$ cat src/rtl/clock_gate_request_fsm.sv
// Purpose: decides when the gated domain runs; drives the clock gate's enable with a four-phase handshake.
// Latency: wake->gate_enable 1 cycle; ack->clock_on SYNC_STAGES+1 cycles; idle gating after IDLE_CYCLES quiet cycles.
// Backpressure: none; an in-flight handshake always completes before a new request, and a stalled one is flagged.
module clock_gate_request_fsm #(
    parameter int IDLE_CYCLES = 64,
    parameter int SYNC_STAGES = 2,
    parameter int ACK_TIMEOUT = 256
) (
    input  logic clock,
    input  logic reset,
    input  logic activity,
    input  logic wake_req,
    input  logic force_on,
    output logic gate_enable,
    input  logic enable_ack,
    output logic clock_on,
    output logic busy,
    output logic ack_timeout_err,
    input  logic clear_err
);

    localparam int IW = (IDLE_CYCLES > 1) ? $clog2(IDLE_CYCLES) : 1;
    localparam int TW = (ACK_TIMEOUT > 1) ? $clog2(ACK_TIMEOUT) : 1;
    localparam logic [IW-1:0] IDLE_LAST = IW'(IDLE_CYCLES - 1);
    localparam logic [TW-1:0] TMO_LAST  = TW'(ACK_TIMEOUT - 1);

    typedef enum logic [1:0] {
        OFF      = 2'd0,
        WAIT_ON  = 2'd1,
        ON       = 2'd2,
        WAIT_OFF = 2'd3
    } state_t;

    state_t                 state;
    state_t                 state_n;
    logic [SYNC_STAGES-1:0] ack_sync;
    logic                   ack_s;
    logic [IW-1:0]          idle_cnt;
    logic [IW-1:0]          idle_cnt_n;
    logic [TW-1:0]          tmo_cnt;
    logic [TW-1:0]          tmo_cnt_n;
    logic                   wake;
    logic                   waiting;
    logic                   tmo_hit;

    assign ack_s   = ack_sync[SYNC_STAGES-1];
    assign wake    = wake_req | force_on | activity;
    assign waiting = (state == WAIT_ON) || (state == WAIT_OFF);
    assign tmo_hit = waiting && (tmo_cnt == TMO_LAST);

    // enable_ack is asynchronous to clock; nothing downstream looks at it before the last stage.
    always_ff @(posedge clock) begin
        if (reset) begin
            ack_sync <= '0;
        end else begin
            ack_sync <= {ack_sync[SYNC_STAGES-2:0], enable_ack};
        end
    end

    always_comb begin
        state_n    = state;
        idle_cnt_n = idle_cnt;
        tmo_cnt_n  = '0;
        case (state)
            OFF: begin
                if (wake) state_n = WAIT_ON;
            end
            WAIT_ON: begin
                if (ack_s) state_n = ON;
            end
            ON: begin
                if (wake) begin
                    idle_cnt_n = '0;
                end else if (idle_cnt == IDLE_LAST) begin
                    state_n    = WAIT_OFF;
                    idle_cnt_n = '0;
                end else begin
                    idle_cnt_n = idle_cnt + 1'b1;
                end
            end
            WAIT_OFF: begin
                if (!ack_s) state_n = OFF;
            end
            default: state_n = OFF;
        endcase
        // Saturating wait counter; outside the wait states it sits at zero, so entry always starts fresh.
        if (waiting) begin
            tmo_cnt_n = (tmo_cnt == TMO_LAST) ? tmo_cnt : tmo_cnt + 1'b1;
        end
    end

    always_ff @(posedge clock) begin
        if (reset) begin
            state           <= OFF;
            idle_cnt        <= '0;
            tmo_cnt         <= '0;
            gate_enable     <= 1'b0;
            clock_on        <= 1'b0;
            busy            <= 1'b0;
            ack_timeout_err <= 1'b0;
        end else begin
            state       <= state_n;
            idle_cnt    <= idle_cnt_n;
            tmo_cnt     <= tmo_cnt_n;
            gate_enable <= (state_n == WAIT_ON) || (state_n == ON);
            clock_on    <= (state_n == ON);
            busy        <= (state_n == WAIT_ON) || (state_n == WAIT_OFF);
            if (tmo_hit) begin
                ack_timeout_err <= 1'b1;
            end else if (clear_err) begin
                ack_timeout_err <= 1'b0;
            end
        end
    end

endmodule

$ cat config.mk
export PLATFORM = sky130hd
export DESIGN_NAME = clock_gate_request_fsm
export DESIGN_NICKNAME = d
export VERILOG_FILES = /design/src/rtl/clock_gate_request_fsm.sv
export SDC_FILE = /design/constraint.sdc
export NUM_CORES = 1
export LEC_CHECK = 0
export ABC_CLOCK_PERIOD_IN_PS = 3350
export CELL_PAD_IN_SITES_DETAIL_PLACEMENT = 1
export CELL_PAD_IN_SITES_GLOBAL_PLACEMENT = 2
export CORE_ASPECT_RATIO = 0.8
export CORE_MARGIN = 3
export CORE_UTILIZATION = 36
export CTS_BUF_LIST = sky130_fd_sc_hd__clkbuf_16
export DETAILED_ROUTE_END_ITERATION = 7
export PLACE_DENSITY = 0.78
export SYNTH_ARGS = -nofsm -noshare
export SYNTH_HDL_FRONTEND = slang
export SYNTH_SLANG_ARGS = --single-unit
$ cat constraint.sdc
create_clock -name clock -period 3.35 [get_ports clock]
set_input_delay 0.67 -clock clock [delete_from_list [all_inputs] [get_ports clock]]
set_output_delay 0.67 -clock clock [all_outputs]
set_load 0.005 [all_outputs]
==> results.md, run 1 <==
- Status: finished, final reports clean
- Worst VDD drop: ~0.29 mV
- Die Y: 53.8 um
- Syn Nets: 126
- Top_reg_cell synth: dfxtp_1
- Pleak: around 0.46 nW
- Antenna viol nets, final: 0
- CTS Root Cell: clkbuf_16
- Core Rows: 16
- CP Class: in2reg
- Yosys reg bits: 22
- P per Cell Area: 500 nW/um^2
- Syn_area_per_cell: around 9.0 um^2
- Core box area: 2580 um^2
- Largest cells by area after synthesis: dfxtp_1 43%, ha_1 6.1%, nand2_1 4.7%
- WP data arrival: 2.71 ns
- Die W: 65.8 um
- Register area: 440 um^2
- Most frequent cells in the layout: 22 x dfxtp_1, 13 x nand2_1, 10 x clkdlybuf4s50_1
- Data required, critical path: 3.54 ns
- Unique cell type count in the Yosys netlist: 36
- DR vias/cell: 5.52
- Max Slew Vio Count: 0
- CP max stage cell: or4_4
- Initial antenna violation count: 0
- Rel. slew slack: 70.7%
- I/O pins: 11
- RSZ-0062 raised after global routing: false
- Cts bufs inserted: 3
- Die area: 3540 um^2
- Gr usage total: 15.0%
- Vias in the first global route: 860
- Synth Cell Area: 1030 um^2
- CP startpoint kind: input pin
- Cells traversed along the worst timing path: clkdlybuf4s50_1, or4_4, or3_4, a31oi_1, ha_1, nor2_1
- CTS tree: built
- Vias: 895
- First-pass GRT wire length: slightly below 4 mm
- Setup-failing EPs final: 0
- Least-Margin Pin Slew: ~0.44 ns
- Final period util: 75.1%
- Setup bufs post-CTS: 0
- Post-route setup TNS: 0 ns
- Critical Path Max Stage Delay: approximately 0.54 ns
- Min-delay worst type: reg2reg
- Leading area contributor after synthesis: dfxtp_1
- Setup crit end kind: flop
- Register area share after synthesis: between 40% and 50%
- I/O Buffers: 10
- Clock slew at reported path FFs: 0.06 ns
- Ys Warns: 0
- Routed WL: 2.39 mm
- Cells after Synth: 114
- Fin. Hold Viols: 0
- Initial drt markers: 26
- Residual DRC: 0
- WL/cell: 14.8 um
- Share of cells above drive strength 1: 7.94%
- Initial Util: 39.8%
- Crit-path max FO: 5
- Ys async rst share: 0%
- F_max: about 0.40 GHz
- FILL cells: ~300
- Commonest non-fill, non-tap cell in the layout: dfxtp_1
- H-tree levels: 1
- Clock sink count: 22
- Nets: 139
- Post-CTS Resized: 0
- Placed cells: 158
- Share of the synthesized area in the top cell type: between 40% and 50%
- Layout area overhead: 24.0%
- Largest net degree at the start of global routing: 19
- GPL Wtd Cong: 0.769
- Multi-input gate area: 573 um^2
- Detailed Routing Iterations Pass 1: 2
- # diodes: 0
- Maxcap violations: 0
- Setup Skew: 0.00548 ns
- Grt total ovfl: 0
- Clock buffer depth: 2
- DP HPWL: around 1.8 mm
- Final min period: 2.52 ns
- Post-synth EDFFs: 0
- Clock latency on the worst-skew pair: about 0.25 ns
- Hold buffer count at CTS: 0
- Final non-filler cell total: ~160
through the flow:
stage / total power, W / util [%] / cell area (um^2) / hold WS (ns) / worst slack (ns)
3_5_place_dp: 0.000318 / 45.3 / 1170 / 0.457 / 0.566
3_3_place_gp: 0.000316 / 45.3 / 1170 / 0.430 / 0.619
2_1_floorplan: 0.000296 / - / 1030 / 0.414 / 1.15
4_1_cts: 0.000647 / 49.4 / 1270 / 0.471 / 0.830
5_1_grt: 0.000660 / 49.4 / 1270 / 0.485 / 0.719
6_report: 0.000638 / 49.4 / 1270 / 0.464 / 0.834
metal layers:
metal / wire [um] / track usage [%]
met2: 1070 / 25.0
met3: 106 / 5.64
met1: 1210 / 18.5
met4: 10 / 3.10
met5: 0 / 0
power by group:
group	internal, W	switching (W)	total, W
Combinational	0.0000206	0.0000185	0.0000391
Clock	0.000237	0.0000889	0.000326
Sequential	0.000268	0.00000449	0.000273
Total	0.000526	0.000112	0.000638
state kept, by name (all words and copies together), names as in the netlist:
name             count
tmo_cnt              8
idle_cnt             6
ack_sync             2
state                2
ack_timeout_err      1
busy                 1
clock_on             1
gate_enable          1
Yosys cell counts (2+ instances only):
cell and instances:
dfxtp_1 22, nand2_1 13, o21ai_0 9, a21oi_1 7
nor2_1 6, a31oi_1 5, ha_1 5, nor2b_1 5
and3_1 3, and4_1 3, clkbuf_1 3, nand3_1 3
or4_1 3, nor3_1 2, nor4b_1 2, o2111ai_1 2
or3_1 2
final timing paths:
kind	slack, ns	cells past startpoint	start	endpoint
worst max-delay path	0.83	6	force_on	gate_enable
worst min-delay path	0.46	1	ack_sync[0]	ack_sync[1]
worst max register to register	1.35	5	state[0]	gate_enable
worst min register to register	0.46	1	ack_sync[0]	ack_sync[1]
logic make-up after synthesis:
group                      after synthesis  synth area share, %
buffers and inverters                    4                 1.46
adders and majority gates                5                 6.08
AOI/OAI and AO/OA                       30                 18.6
DFF                                     22                 42.8
and+or+nand+nor                         52                 30.1
muxes                                    1                0.973
worst max-delay path: cells and delay by family:
| family | cells | cell delay [ns] |
|---|---|---|
| AND/OR/NAND/NOR | 3 | 1.04 |
| AO/OA/AOI/OAI | 1 | 0.24 |
| buffers and inverters | 1 | 0.48 |
| adder cells (fa/ha/maj) | 1 | 0.27 |
cell type report:
class,instances,area share [%]
multi-input cells,88,44.9
flip-flops and latches,22,34.5
repair buffers,11,8.44
clock buffers,3,5.89
well taps,36,3.53
clock inverters,1,2.36
inverters,1,0.294
Note: power is estimated with default switching activity, not from simulation.
==> run 2: changes to the inputs <==
--- a/config.mk
+++ b/config.mk
@@ -5,15 +5,15 @@
 export SDC_FILE = /design/constraint.sdc
 export NUM_CORES = 1
 export LEC_CHECK = 0
-export ABC_CLOCK_PERIOD_IN_PS = 3350
+export ABC_CLOCK_PERIOD_IN_PS = 2300
 export CELL_PAD_IN_SITES_DETAIL_PLACEMENT = 1
 export CELL_PAD_IN_SITES_GLOBAL_PLACEMENT = 2
 export CORE_ASPECT_RATIO = 0.8
 export CORE_MARGIN = 3
-export CORE_UTILIZATION = 36
+export CORE_UTILIZATION = 30
 export CTS_BUF_LIST = sky130_fd_sc_hd__clkbuf_16
 export DETAILED_ROUTE_END_ITERATION = 7
-export PLACE_DENSITY = 0.78
+export PLACE_DENSITY = 0.69
 export SYNTH_ARGS = -nofsm -noshare
 export SYNTH_HDL_FRONTEND = slang
 export SYNTH_SLANG_ARGS = --single-unit
==> constraint.sdc (replaced) <==
create_clock -name clock -period 2.3 [get_ports clock]
set_input_delay 0.46 -clock clock [delete_from_list [all_inputs] [get_ports clock]]
set_output_delay 0.46 -clock clock [all_outputs]
set_load 0.005 [all_outputs]
==> results.md, run 2 (same netlist as run 1, synthesis figures left out) <==
- Status: finished, final reports clean
- Most frequent cells in the layout: 22 x dfxtp_1, 13 x nand2_1, 10 x clkdlybuf4s50_1
- Commonest non-fill, non-tap cell in the layout: dfxtp_1
- Sw Pwr: 0.000166 W (+49%)
- Cts bufs inserted: 3 (unchanged)
- Initial drt markers: 18 (-31%)
- Sequential Power Share: 48.3% (+5.5 points)
- Top delay family on crit path: simple AND/OR/NAND/NOR gates
- Residual DRC: 0 (unchanged)
- Clock sink count: 22 (unchanged)
- FILL cells: 374 (+26%)
- Least-Margin Pin Slew: 0.397 ns (-0.0394 ns)
- GPL Wtd Cong: 0.748 (-2.8%)
- I/O pins: 11 (unchanged)
- Initial antenna violation count: 0 (unchanged)
- Final min period: 2.21 ns
- H-tree levels: 1 (unchanged)
- Final period util: 96.3%
- Fin. Hold Viols: 0 (unchanged)
- Critical Path Max Stage Delay: 0.52 ns (-0.02 ns)
- Largest Register: tmo_cnt
- Setup bufs post-CTS: 0 (unchanged)
- Detailed Routing Iterations Pass 1: 4 (+2)
- Hold buffer count at CTS: 0 (unchanged)
- Min-delay worst type: reg2reg
- Multi-input gate area: 579 um^2 (+1.1%)
- P per Cell Area: 632 nW/um^2 (+26%)
- CTS tree: built
- Max Slew Vio Count: 0 (unchanged)
- Worst VDD drop: 0.321 mV (+11%)
- Data required, critical path: 2.49 ns (-1.05 ns)
- RSZ-0062 raised after global routing: false
- I/O Buffers: 10 (unchanged)
- CP Class: in2reg
- Critical path buffer and inverter count: 1 (unchanged)
- Core box area: 3180 um^2 (+23%)
- DP HPWL: 1.87 mm (+2.3%)
- Sw Ratio: 20.2% (+2.6 points)
- Placed cell areas: 1220 um^2 (+4.3%)
- F_max: 0.452 GHz
- Cells traversed along the worst timing path: clkdlybuf4s50_1, or4_4, or3_4, a31oi_2, ha_1, nor2_1
- Clock power frac: 44.1% (-7.0 points)
- WL/cell: 14.0 um (-5.2%)
- Vias: 914 (+2.1%)
- CP startpoint kind: input pin
- Largest registers: tmo_cnt (8), idle_cnt (6)
- # diodes: 0 (unchanged)
- Core Rows: 18 (+2)
- Grt total ovfl: 0 (unchanged)
- CP max stage cell: or4_4
- Setup crit end kind: flop
- Routed WL: 2.41 mm (+0.63%)
- Setup Skew: 0.00407 ns (-0.00141 ns)
- Largest net degree at the start of global routing: 18 (-1)
- Crit-path max FO: 3 (-2)
- WP data arrival: 2.40 ns (-0.31 ns)
- First-pass GRT wire length: 4.33 mm (+9.2%)
- Setup-failing EPs final: 0 (unchanged)
- P_int: 0.000658 W (+25%)
- Die Y: 58.4 um (+8.5%)
- Clock buffer depth: 2 (unchanged)
- Rel. slew slack: 73.5% (+2.8 points)
- Post-route cell area: 1310 um^2 (+2.4%)
- CTS Root Cell: clkbuf_16
- Vias in the first global route: 905 (+5.2%)
- Pleak: 0.478 nW (+3.8%)
- Max FFs per register: 8 (unchanged)
- Die W: 71.5 um (+8.7%)
- Share of cells above drive strength 1: 12.1% (+4.2 points)
- Nets: 145 (+4.3%)
- Combinational power share: 7.7% (+1.6 points)
- Antenna viol nets, final: 0 (unchanged)
- DR vias/cell: 5.31 (-3.8%)
- Worst Hold Margin: 0.452 ns (-0.0119 ns)
- Clock latency on the worst-skew pair: 0.25 ns (about the same)
- Clock slew at reported path FFs: 0.06 ns (about the same)
- Core Util, Final: 41.1% (-8.3 points)
- Initial Util: 32.4% (-7.4 points)
- Reg2Reg Setup Slack: 0.29 ns (-1.06 ns)
- Gr usage total: 13.3% (-1.6 points)
- Die area: 4170 um^2 (+18%)
- Layout area overhead: 26.9%
- Register area: 440 um^2 (unchanged)
- Maxcap violations: 0 (unchanged)
run 2: cell types whose count changed in the layout (fill, tap and decap cells not counted), sizes merged:
cell,before,now
buf,1,7
bufinv,1,0
clkinv,0,1
run 2: metal layers:
layer	vias up	track usage, %	share of wire (%)
met2	9	20.4	45
met3	2	4.27	3.5
met5	-	0	0
met1	439	18.0	51
li1	464	-	-
met4	0	4.02	0.71
run 2: final cells by class:
cell class	count	share of cell area (%)
tap	40	3.84
clock inverter	1	0.288
timing repair buffer	17	11.7
clock buffer	3	5.75
sequential	22	33.7
inverter	1	0.288
multi-input combinational	88	44.4
run 2: what timing repair did:
item | 4_1_cts | 5_1_grt
endpoints found under the setup margin | 0 | 1
resized for setup | 0 | 1
endpoints found under the hold margin | 0 | 0
run 2: path summary, 6_finish.rpt:
check / start / depth (start not counted) / end
setup / recovery: force_on / 6 / gate_enable
setup reg to reg: state[0] / 5 / gate_enable
hold reg to reg: ack_sync[0] / 1 / ack_sync[1]
hold / removal: ack_sync[0] / 1 / ack_sync[1]
run 2: through the flow:
step	setup TNS [ns]	total power (W)	setup WS, ns	std cells
floorplan	0	0.000431	0.308	114
global placement	-0.395	0.000468	-0.154	168
detailed placement	-0.529	0.000470	-0.198	168
CTS	0	0.000843	0.0636	172
global route	0	0.000869	0.0119	172
finish	0	0.000824	0.0856	172
run 2: power by group through the flow:
| stage | clock network (W) | registers, W | logic [W] |
|---|---|---|---|
| 2_1_floorplan | 0 | 0.000404 | 0.0000267 |
| 3_3_place_gp | 0 | 0.000406 | 0.0000617 |
| 3_5_place_dp | 0 | 0.000406 | 0.0000636 |
| 4_1_cts | 0.000381 | 0.000398 | 0.0000636 |
| 5_1_grt | 0.000400 | 0.000398 | 0.0000703 |
| 6_report | 0.000363 | 0.000398 | 0.0000632 |
run 2: worst reg2reg max path: cells and delay by family, from the launching register on:
kind	cells	cell delay [ns]
flip-flops	1	0.38
adder cells (fa/ha/maj)	1	0.26
AO/OA/AOI/OAI	1	0.22
AND/OR/NAND/NOR	3	1.09
